`src/rtl/phase_seq_pkg.sv`:
```
// Shared types and helpers for the instruction-phase sequencer.
// Covers the sequencer state encoding, effective phase length and index width.
package phase_seq_pkg;

  typedef enum logic [1:0] {
    IDLE = 2'd0,
    RUN  = 2'd1,
    STEP = 2'd2
  } seqState_t;

  // A programmed length of zero still occupies one cycle.
  function automatic int unsigned lenEff(input int unsigned field);
    return (field == 0) ? 1 : field;
  endfunction

  function automatic int idxWidth(input int numPhases);
    return (numPhases > 2) ? $clog2(numPhases) : 1;
  endfunction

endpackage

```
`src/rtl/phase_timer.sv`:
```
// Per-phase cycle timer: sub-count register, shadow copy of the phase lengths
// and the first/last-cycle decode for the currently active phase.
module phase_timer
  import phase_seq_pkg::*;
#(
  parameter int NUM_PHASES = 4,
  parameter int CNT_W      = 4,
  parameter int IDX_W      = idxWidth(NUM_PHASES)
) (
  input  logic                        Clk,
  input  logic                        rst,
  input  logic                        load,
  input  logic                        active,
  input  logic                        hold,
  input  logic [IDX_W-1:0]            phaseIdx,
  input  logic [NUM_PHASES*CNT_W-1:0] phaseLen,
  output logic                        phaseFirst,
  output logic                        phaseLast,
  output logic                        advance
);

  logic [CNT_W-1:0]            subCnt;
  logic [CNT_W-1:0]            curField;
  logic [CNT_W-1:0]            lastCnt;
  logic [NUM_PHASES*CNT_W-1:0] shadowLen;

  // Lengths come from the shadow copy so mid-instruction rewrites of
  // phaseLen only take effect at the next instruction start.
  assign curField   = shadowLen[phaseIdx*CNT_W +: CNT_W];
  assign lastCnt    = CNT_W'(lenEff(32'(curField)) - 1);
  assign phaseFirst = active && (subCnt == '0);
  assign phaseLast  = active && (subCnt == lastCnt);
  assign advance    = phaseLast && !hold;

  // NOTE: non-blocking assignments so every register samples pre-edge values.
  always_ff @(posedge Clk) begin
    if (rst) begin
      subCnt    <= '0;
      shadowLen <= '0;
    end else if (load) begin
      subCnt    <= '0;
      shadowLen <= phaseLen;
    end else if (active && !hold) begin
      subCnt <= phaseLast ? '0 : subCnt + CNT_W'(1);
    end
  end

endmodule

```
`src/rtl/phase_sequencer.sv`:
```
// Instruction-phase sequencer: RUN/STEP control FSM, phase index, one-hot
// phase strobes and retired-instruction counter around a phase_timer.
module phase_sequencer
  import phase_seq_pkg::*;
#(
  parameter int NUM_PHASES = 4,
  parameter int CNT_W      = 4,
  parameter int ICNT_W     = 16
) (
  input  logic                              Clk,
  input  logic                              rst,
  input  logic                              run_en,
  input  logic                              step_req,
  input  logic                              hold,
  input  logic [NUM_PHASES*CNT_W-1:0]       phase_len,
  output logic [NUM_PHASES-1:0]             phase_oh,
  output logic [idxWidth(NUM_PHASES)-1:0]   phase_idx,
  output logic                              phase_first,
  output logic                              phase_last,
  output logic                              instr_done,
  output logic                              busy,
  output logic [ICNT_W-1:0]                 instr_count
);

  localparam int               IDX_W      = idxWidth(NUM_PHASES);
  localparam logic [IDX_W-1:0] LAST_PHASE = IDX_W'(NUM_PHASES - 1);

  seqState_t        state, nextState;
  logic [IDX_W-1:0] phaseIdx, nextIdx;
  logic             start;
  logic             active;
  logic             advance;

  assign active     = (state != IDLE);
  assign instr_done = phase_last && (phaseIdx == LAST_PHASE) && !hold;
  assign phase_idx  = phaseIdx;

  // Reload at every boundary so a back-to-back RUN instruction sees fresh lengths.
  phase_timer #(
    .NUM_PHASES(NUM_PHASES),
    .CNT_W     (CNT_W),
    .IDX_W     (IDX_W)
  ) u_timer (
    .Clk       (Clk),
    .rst       (rst),
    .load      (start || instr_done),
    .active    (active),
    .hold      (hold),
    .phaseIdx  (phaseIdx),
    .phaseLen  (phase_len),
    .phaseFirst(phase_first),
    .phaseLast (phase_last),
    .advance   (advance)
  );

  // NOTE: defaults first so no path through this block can infer a latch.
  always_comb begin
    nextState = state;
    start     = 1'b0;
    unique case (state)
      IDLE: begin
        if (run_en) begin
          nextState = RUN;
          start     = 1'b1;
        end else if (step_req) begin
          nextState = STEP;
          start     = 1'b1;
        end
      end
      RUN, STEP: begin
        // Both modes drain to the boundary; run_en alone picks what follows.
        if (instr_done) nextState = run_en ? RUN : IDLE;
      end
      default: nextState = IDLE;
    endcase

    nextIdx = phaseIdx;
    if (start) begin
      nextIdx = '0;
    end else if (advance) begin
      nextIdx = (phaseIdx == LAST_PHASE) ? '0 : phaseIdx + IDX_W'(1);
    end
  end

  always_ff @(posedge Clk) begin
    if (rst) begin
      state       <= IDLE;
      phaseIdx    <= '0;
      phase_oh    <= '0;
      busy        <= 1'b0;
      instr_count <= '0;
    end else begin
      state    <= nextState;
      phaseIdx <= nextIdx;
      busy     <= (nextState != IDLE);
      phase_oh <= (nextState != IDLE) ? (NUM_PHASES'(1) << nextIdx) : '0;
      if (instr_done) instr_count <= instr_count + ICNT_W'(1);
    end
  end

endmodule

```
`config.mk`:
```
export PLATFORM = sky130hd
export DESIGN_NAME = phase_sequencer
export DESIGN_NICKNAME = d
export VERILOG_FILES = /design/src/rtl/phase_seq_pkg.sv /design/src/rtl/phase_timer.sv /design/src/rtl/phase_sequencer.sv
export SDC_FILE = /design/constraint.sdc
export NUM_CORES = 1
export LEC_CHECK = 0
export ABC_AREA = 1
export CORE_AREA = 3 3 100 102
export CTS_CLUSTER_SIZE = 25
export DETAILED_ROUTE_END_ITERATION = 10
export DIE_AREA = 0 0 103 105
export GPL_TIMING_DRIVEN = 0
export HOLD_SLACK_MARGIN = 0.02
export PLACE_DENSITY = 0.43
export SLEW_MARGIN = 20
export SYNTH_ARGS = -nofsm -noshare
export SYNTH_HDL_FRONTEND = slang
export SYNTH_SLANG_ARGS = --single-unit
```
`constraint.sdc`:
```
create_clock -name Clk -period 4.5 [get_ports Clk]
set_input_delay 0.675 -clock Clk [delete_from_list [all_inputs] [get_ports Clk]]
set_output_delay 0.675 -clock Clk [all_outputs]
set_load 0.1 [all_outputs]
```
==> results.md, run 1 <==
* Status: completed
* Cell total after placement at between 400 and 500
* FP Rows at 35
* Cell Area, Synth at ~2300 µm²
* Crit Path Category: flip-flop to output pin
* Pre-antenna DRT Iters at 4
* Final Critical Period at a little under 4000 ps
* Post-Route WL at around 5600 µm
* Footprint of the multi-input gates at roughly 1200 µm²
* Peak supply drop at 0.000131 V
* IO buf count at 46
* Root buffer cell: clkbuf_8
* Hold path cells at 2
* Max-slew violation count at 0
* Max-cap violations at 0
* Synth top area cells: dfxtp_1, nor2_1, nand2_1
* WL/cell at around 12 µm
* CP Max Fanout at 9
* Synth Instances at approximately 310
* Core area at a little over 9000 µm²
* Initial cell density of the core at 24.8%
* Final Hold Fails at 0
* Dpl cell area at 2880 µm²
* Normalized max-slew margin at 33.9%
* Post-route insts no fill at 476
* Top-count cell post-synth: nor2_1
* Power per cell area at about 320 nW/µm²
* Area Growth Syn to Fin at 31.1%
* Leakage at 1.22 nW
* Half-perimeter wire length after placement at around 4300 µm
* Setup-failing EPs final at 0
* Post-CTS Hold Fix Bufs at 0
* Syn nets at 339
* WP data required at between 3000 and 4000 ps
* Peak Freq at roughly 260 MHz
* Main flop type after synthesis: dfxtp_1
* Register area at about 900 µm²
* Layout fillers at a little over 1000
* Leading area contributor after synthesis: dfxtp_1
* RSZ-0062 raised after global routing: no
* Synth cell types at 37
* Critical path startpoint category: flip-flop
* Hold Path Class: flip-flop to flip-flop
* N_diodes at 0
* Worst Path Arrival at about 3200 ps
* Nature of the critical path endpoint: output pin
* Clock Latency Late Sink at approximately 300 ps
* Clk sinks at 45
* FF-to-FF path depth at 21
* Initial antenna violation count at 0
* Residual DRC count at 0
* Final ANT Viol Nets at 0
* Async set-reset flop share out of synthesis at 0%
* Die Height at between 100 and 150 µm
* Syn avg cell area at 7.33 µm²
* Total die area at approximately 11000 µm²
* Num CTS Buffers at 5
* Largest net degree at the start of global routing at 15
* Nets@finish at between 300 and 400
* Die width at around 100 µm
* Clock Tree Buf Depth at 2
* PnR worst setup slack at between 500 and 600 ps
* Vias in the first global route at ~1900
* Post-synth top cells: nor2_1, nand2_1, dfxtp_1, inv_1, o21ai_0
* CTS tree: built
* Post-DR vias/cell at about 4.3
* Top Ports at 47
* Worst Skew at between 10 and 15 ps
* Part of the cycle the worst path needs at slightly below 90%
* Setup TNS Final at 0 ps
* H-tree levels at 2
* Final Wtd Congestion at 0.734
* Post-synth EDFFs at 0
* Via Count at about 2000
* First-pass GRT wire length at 9380 µm
* Setup WS pre-CTS at between 200 and 250 ps
* Share of cells above drive strength 1 at a little over a tenth
* Post-synthesis register bit count at between 40 and 50
* Finished Cell Area at approximately 3000 µm²
* Grt total ovfl at 0
* Clk pin slew, worst setup/hold paths at 90 ps
* Detailed Route Iter0 Violations at 89
* Synth top area share at 39.5%
* Worst slew pin tran at approximately 990 ps
* Tot GR Track Use at a little over a tenth
* Sequential area share after synthesis at between 30% and 40%
* Yosys warns at 0
## state kept, by name, summed over array words and instances (netlist names)
| signal | flops |
|---|---|
| state | 2 |
| phase_oh | 4 |
| busy | 1 |
| instr_count | 16 |
| u_timer.subCnt | 4 |
| u_timer.shadowLen | 16 |
| phase_idx | 2 |
## metal layers
layer / part of all wire, % / global-route usage [%]
met1: 50 / 15.3
met2: 45 / 16.6
met4: 0.74 / 2.50
met5: 0 / 0
met3: 5.0 / 2.80
## cell families (layout without fill, tap and decap cells)
logic type	Yosys count	count (layout)	synth area share (%)
and+or+nand+nor	162	162	35.0
AOI/OAI and AO/OA	44	44	10.3
adders and majority gates	7	7	3.84
DFF	45	45	39.5
xor gates and xnor gates	7	7	2.69
buffers and inverters	46	100	8.57
## path summary, 6_finish.rpt
kind                          startpoint                           endpoint  slack [ps]
max              phase_idx[0]$_SDFF_PP0_                         instr_done         600
min          instr_count[1]$_SDFFE_PP0P_        instr_count[1]$_SDFFE_PP0P_         500
max reg2reg      phase_idx[0]$_SDFF_PP0_  u_timer.shadowLen[8]$_SDFFE_PP0P_        1440
min reg2reg  instr_count[1]$_SDFFE_PP0P_        instr_count[1]$_SDFFE_PP0P_         500
## timing repair
item	CTS	global route
resized for setup	1	3
buffers inserted	0	0
setup endpoints to repair	1	2
## report_power, final
group	internal (mW)	leakage (nW)	switching [mW]
logic	0.0745	0.795	0.147
clock network	0.167	0.0554	0.144
registers	0.422	0.368	0.0122
total	0.664	1.22	0.303
## worst max-delay path, cell delays in order, from the launching register on
cell      delay [ps]
dfxtp_1          410
buf_6            170
inv_4             70
nand2_1           60
nand3_1           80
nand2_1          120
nand3_1          100
nand2_1           90
inv_1             50
ha_1             290
xnor2_1          120
nor2_1            90
nand2_1           60
nor2_1           150
nand2_1           90
nor2_2           120
nand4_4          200
inv_4            170
clkbuf_2         470
## final cells by class
cell class | instances | share of cell area [%]
Multi-Input combinational cell | 220 | 39.6
Sequential cell | 45 | 30.2
Timing Repair Buffer | 46 | 15.3
Inverter | 39 | 5.07
Tap cell | 111 | 4.65
Clock buffer | 6 | 2.43
Buffer | 7 | 1.47
Clock inverter | 2 | 1.30
## per-stage QoR
step | power (mW) | hold slack (ps) | util (%)
floorplan | 0.606 | 474 | -
global placement | 0.668 | 477 | 31.3
detailed placement | 0.669 | 484 | 31.3
CTS | 0.984 | 498 | 32.5
global route | 1.02 | 507 | 32.5
finish | 0.967 | 498 | 32.5
## cells in the final DEF (no fill, tap or decap), types with 2 or more instances in the layout
cell,netlist,final
ha_1,7,7
nand3_1,18,18
nor4_1,2,2
a21oi_1,16,16
xnor2_1,4,4
nand2_1,47,47
inv_1,34,34
clkbuf_1,2,3
nor2_2,2,2
buf_6,2,2
dfxtp_1,45,45
buf_2,2,2
nand2_4,2,2
clkbuf_8,0,5
nand2_2,9,9
clkdlybuf4s50_1,0,44
xor2_1,3,3
inv_2,2,2
nand4_1,3,3
nand3_2,4,4
nor3_1,14,14
inv_4,2,2
nor2_1,52,52
nor3b_2,2,2
o21ai_0,23,23
Power figures use the tool's default switching activity.
==> run 2: changes to the inputs <==
--- a/config.mk
+++ b/config.mk
@@ -11,7 +11,7 @@
 export DETAILED_ROUTE_END_ITERATION = 10
 export DIE_AREA = 0 0 103 105
 export GPL_TIMING_DRIVEN = 0
-export HOLD_SLACK_MARGIN = 0.02
+export HOLD_SLACK_MARGIN = 0.1
 export PLACE_DENSITY = 0.43
 export SLEW_MARGIN = 20
 export SYNTH_ARGS = -nofsm -noshare
==> results of run 2 <==
Final layout, timing and power as in run 1 (identical DEF).
==> run 3: changes to the inputs <==
==> constraint.sdc (replaced) <==
create_clock -name Clk -period 4.5 [get_ports Clk]
set_input_delay 0.675 -clock Clk [delete_from_list [all_inputs] [get_ports Clk]]
set_output_delay 0.675 -clock Clk [all_outputs]
set_load 0.05 [all_outputs]
==> results.md, run 3 (same netlist as run 1, synthesis figures left out) <==
* FP Rows at 35 (unchanged)
* RSZ-0062 raised after global routing: no (unchanged)
* Normalized max-slew margin at 65.4% (was 33.9%)
* H-tree levels at 2 (unchanged)
* Root buffer cell: clkbuf_8 (unchanged)
* Initial cell density of the core at 24.8% (unchanged)
* Tot GR Track Use at 10.9% (unchanged)
* Final Hold Fails at 0 (unchanged)
* Grt total ovfl at 0 (unchanged)
* Peak Freq at 254 MHz (was 256 MHz)
* Detailed Route Iter0 Violations at 89 (unchanged)
* Final Critical Period at 3940 ps (was 3900 ps)
* Total die area at 10800 µm² (unchanged)
* Final ANT Viol Nets at 0 (unchanged)
* Leakage at 1.22 nW (about the same)
* Cells along the critical path: buf_6 -> inv_4 -> nand2_1 -> nand3_1 -> nand2_1 -> nand3_1 -> nand2_1 -> inv_1 -> ha_1 -> xnor2_1 -> nor2_1 -> nand2_1 -> nor2_1 -> nand3_1 -> nor2_4 -> clkdlybuf4s50_1 (was buf_6 -> inv_4 -> nand2_1 -> nand3_1 -> nand2_1 -> nand3_1 -> nand2_1 -> inv_1 -> ha_1 -> xnor2_1 -> nor2_1 -> nand2_1 -> nor2_1 -> nand2_1 -> nor2_2 -> nand4_4 -> inv_4 -> clkbuf_2)
* Post-route insts no fill at 476 (unchanged)
* Peak supply drop at 0.000131 V (about the same)
* Most common cell after layout, fill and taps aside: nor2_1 (unchanged)
* Post-Route WL at 5640 µm (about the same)
* N_diodes at 0 (unchanged)
* WL/cell at 11.8 µm (about the same)
* Part of the cycle the worst path needs at 87.6% (was 86.7%)
* Share of cells above drive strength 1 at 10.7% (was 11.0%)
* Critical path startpoint category: flip-flop (unchanged)
* Clock Tree Buf Depth at 2 (unchanged)
* Area Growth Syn to Fin at 31.3% (was 31.1%)
* Power per cell area at 315 nW/µm² (was 324 nW/µm²)
* Clock Latency Late Sink at 300 ps (about the same)
* IO buf count at 46 (unchanged)
* Status: completed (unchanged)
* Vias in the first global route at 1915 (unchanged)
* Worst Skew at 13.3 ps (unchanged)
* Pre-antenna DRT Iters at 4 (unchanged)
* Clk sinks at 45 (unchanged)
* CP Max Fanout at 9 (unchanged)
* Top Ports at 47 (unchanged)
* Half-perimeter wire length after placement at 4290 µm (unchanged)
* CTS tree: built (unchanged)
* Crit Path Category: flip-flop to output pin (unchanged)
* First-pass GRT wire length at 9380 µm (unchanged)
* Crit-path max cell delay at 820 ps (was 470 ps)
* Die Height at 105 µm (unchanged)
* Cell total after placement at 468 (unchanged)
* Hold Path Class: flip-flop to flip-flop (unchanged)
* Residual DRC count at 0 (unchanged)
* Nature of the critical path endpoint: output pin (unchanged)
* Setup TNS Final at 0 ps (unchanged)
* Largest net degree at the start of global routing at 15 (unchanged)
* Core area at 9200 µm² (unchanged)
* Final Wtd Congestion at 0.734 (unchanged)
* Setup-failing EPs final at 0 (unchanged)
* Nets@finish at 392 (unchanged)
* Reg-to-reg setup timing slack at 1440 ps (about the same)
* Max-cap violations at 0 (unchanged)
* Post-DR vias/cell at 4.28 (unchanged)
* Initial antenna violation count at 0 (unchanged)
* Max-slew violation count at 0 (unchanged)
* Worst slew pin tran at 518 ps (was 989 ps)
* Clk pin slew, worst setup/hold paths at 90 ps (about the same)
* Num CTS Buffers at 5 (unchanged)
* WP data required at 3830 ps (about the same)
* Worst Path Arrival at 3270 ps (was 3230 ps)
* CP most frequent cell: nand2_1 (unchanged)
* Top Registers: instr_count x16, u_timer.shadowLen x16 (unchanged)
* Crit-path slowest cell: clkdlybuf4s50_1 (was clkbuf_2)
* Commonest non-fill, non-tap cells in the layout: nor2_1, nand2_1, dfxtp_1, clkdlybuf4s50_1, inv_1 (was nor2_1, nand2_1, dfxtp_1)
* Via Count at 2039 (unchanged)
* Die width at 103 µm (unchanged)
[run 3: area by class of cell]
| type | count | area, µm² |
|---|---|---|
| Fill cell | 1029 | 6200 |
| Multi-Input combinational cell | 220 | 1180 |
| Clock buffer | 6 | 72.6 |
| Tap cell | 111 | 139 |
| Inverter | 39 | 151 |
| Buffer | 7 | 43.8 |
| Timing Repair Buffer | 46 | 463 |
| Sequential cell | 45 | 901 |
| Clock inverter | 2 | 38.8 |
[run 3: where the power goes]
group | internal [mW] | leakage, nW | switching, mW
clock | 0.167 | 0.0554 | 0.144
sequential | 0.422 | 0.368 | 0.0122
combinational | 0.0746 | 0.794 | 0.122
[run 3: stage by stage]
stage	utilization [%]	worst slack (ps)	cell area (µm²)	power, mW	hold WS [ps]
2_1_floorplan	-	1260	2280	0.581	474
3_3_place_gp	31.3	555	2880	0.644	477
3_5_place_dp	31.3	541	2880	0.644	484
4_1_cts	32.5	178	2990	0.959	498
5_1_grt	32.5	288	2990	0.999	507
6_report	32.5	558	2990	0.942	498
[run 3: worst paths after layout]
check | start | endpoint | depth (start not counted)
worst min register to register | instr_count[1]$_SDFFE_PP0P_ | instr_count[1]$_SDFFE_PP0P_ | 2
worst max register to register | phase_idx[0]$_SDFF_PP0_ | u_timer.shadowLen[8]$_SDFFE_PP0P_ | 21
worst min-delay path | instr_count[1]$_SDFFE_PP0P_ | instr_count[1]$_SDFFE_PP0P_ | 2
worst max-delay path | phase_idx[0]$_SDFF_PP0_ | phase_last | 16
[run 3: worst max-delay path: cells and delay by family, from the launching register on]
family | cells | cell delay, ps
buffers and inverters | 4 | 1110
xor gates and xnor gates | 1 | 120
adders and majority gates | 1 | 290
DFF | 1 | 410
and+or+nand+nor | 10 | 1040
[run 3: repair_timing]
action / CTS / global route
buffers inserted: 0 / 0
hold buffers: 0 / 0
setup endpoints to repair: 0 / 1
gates resized for setup: 0 / 1
[run 3: metal layers]
layer,routed length (µm),GRT usage [%],up-vias
met1,2800,15.3,883
met3,283,2.80,5
met5,0,0,-
met2,2510,16.6,38
met4,42,2.50,0
li1,-,-,1113
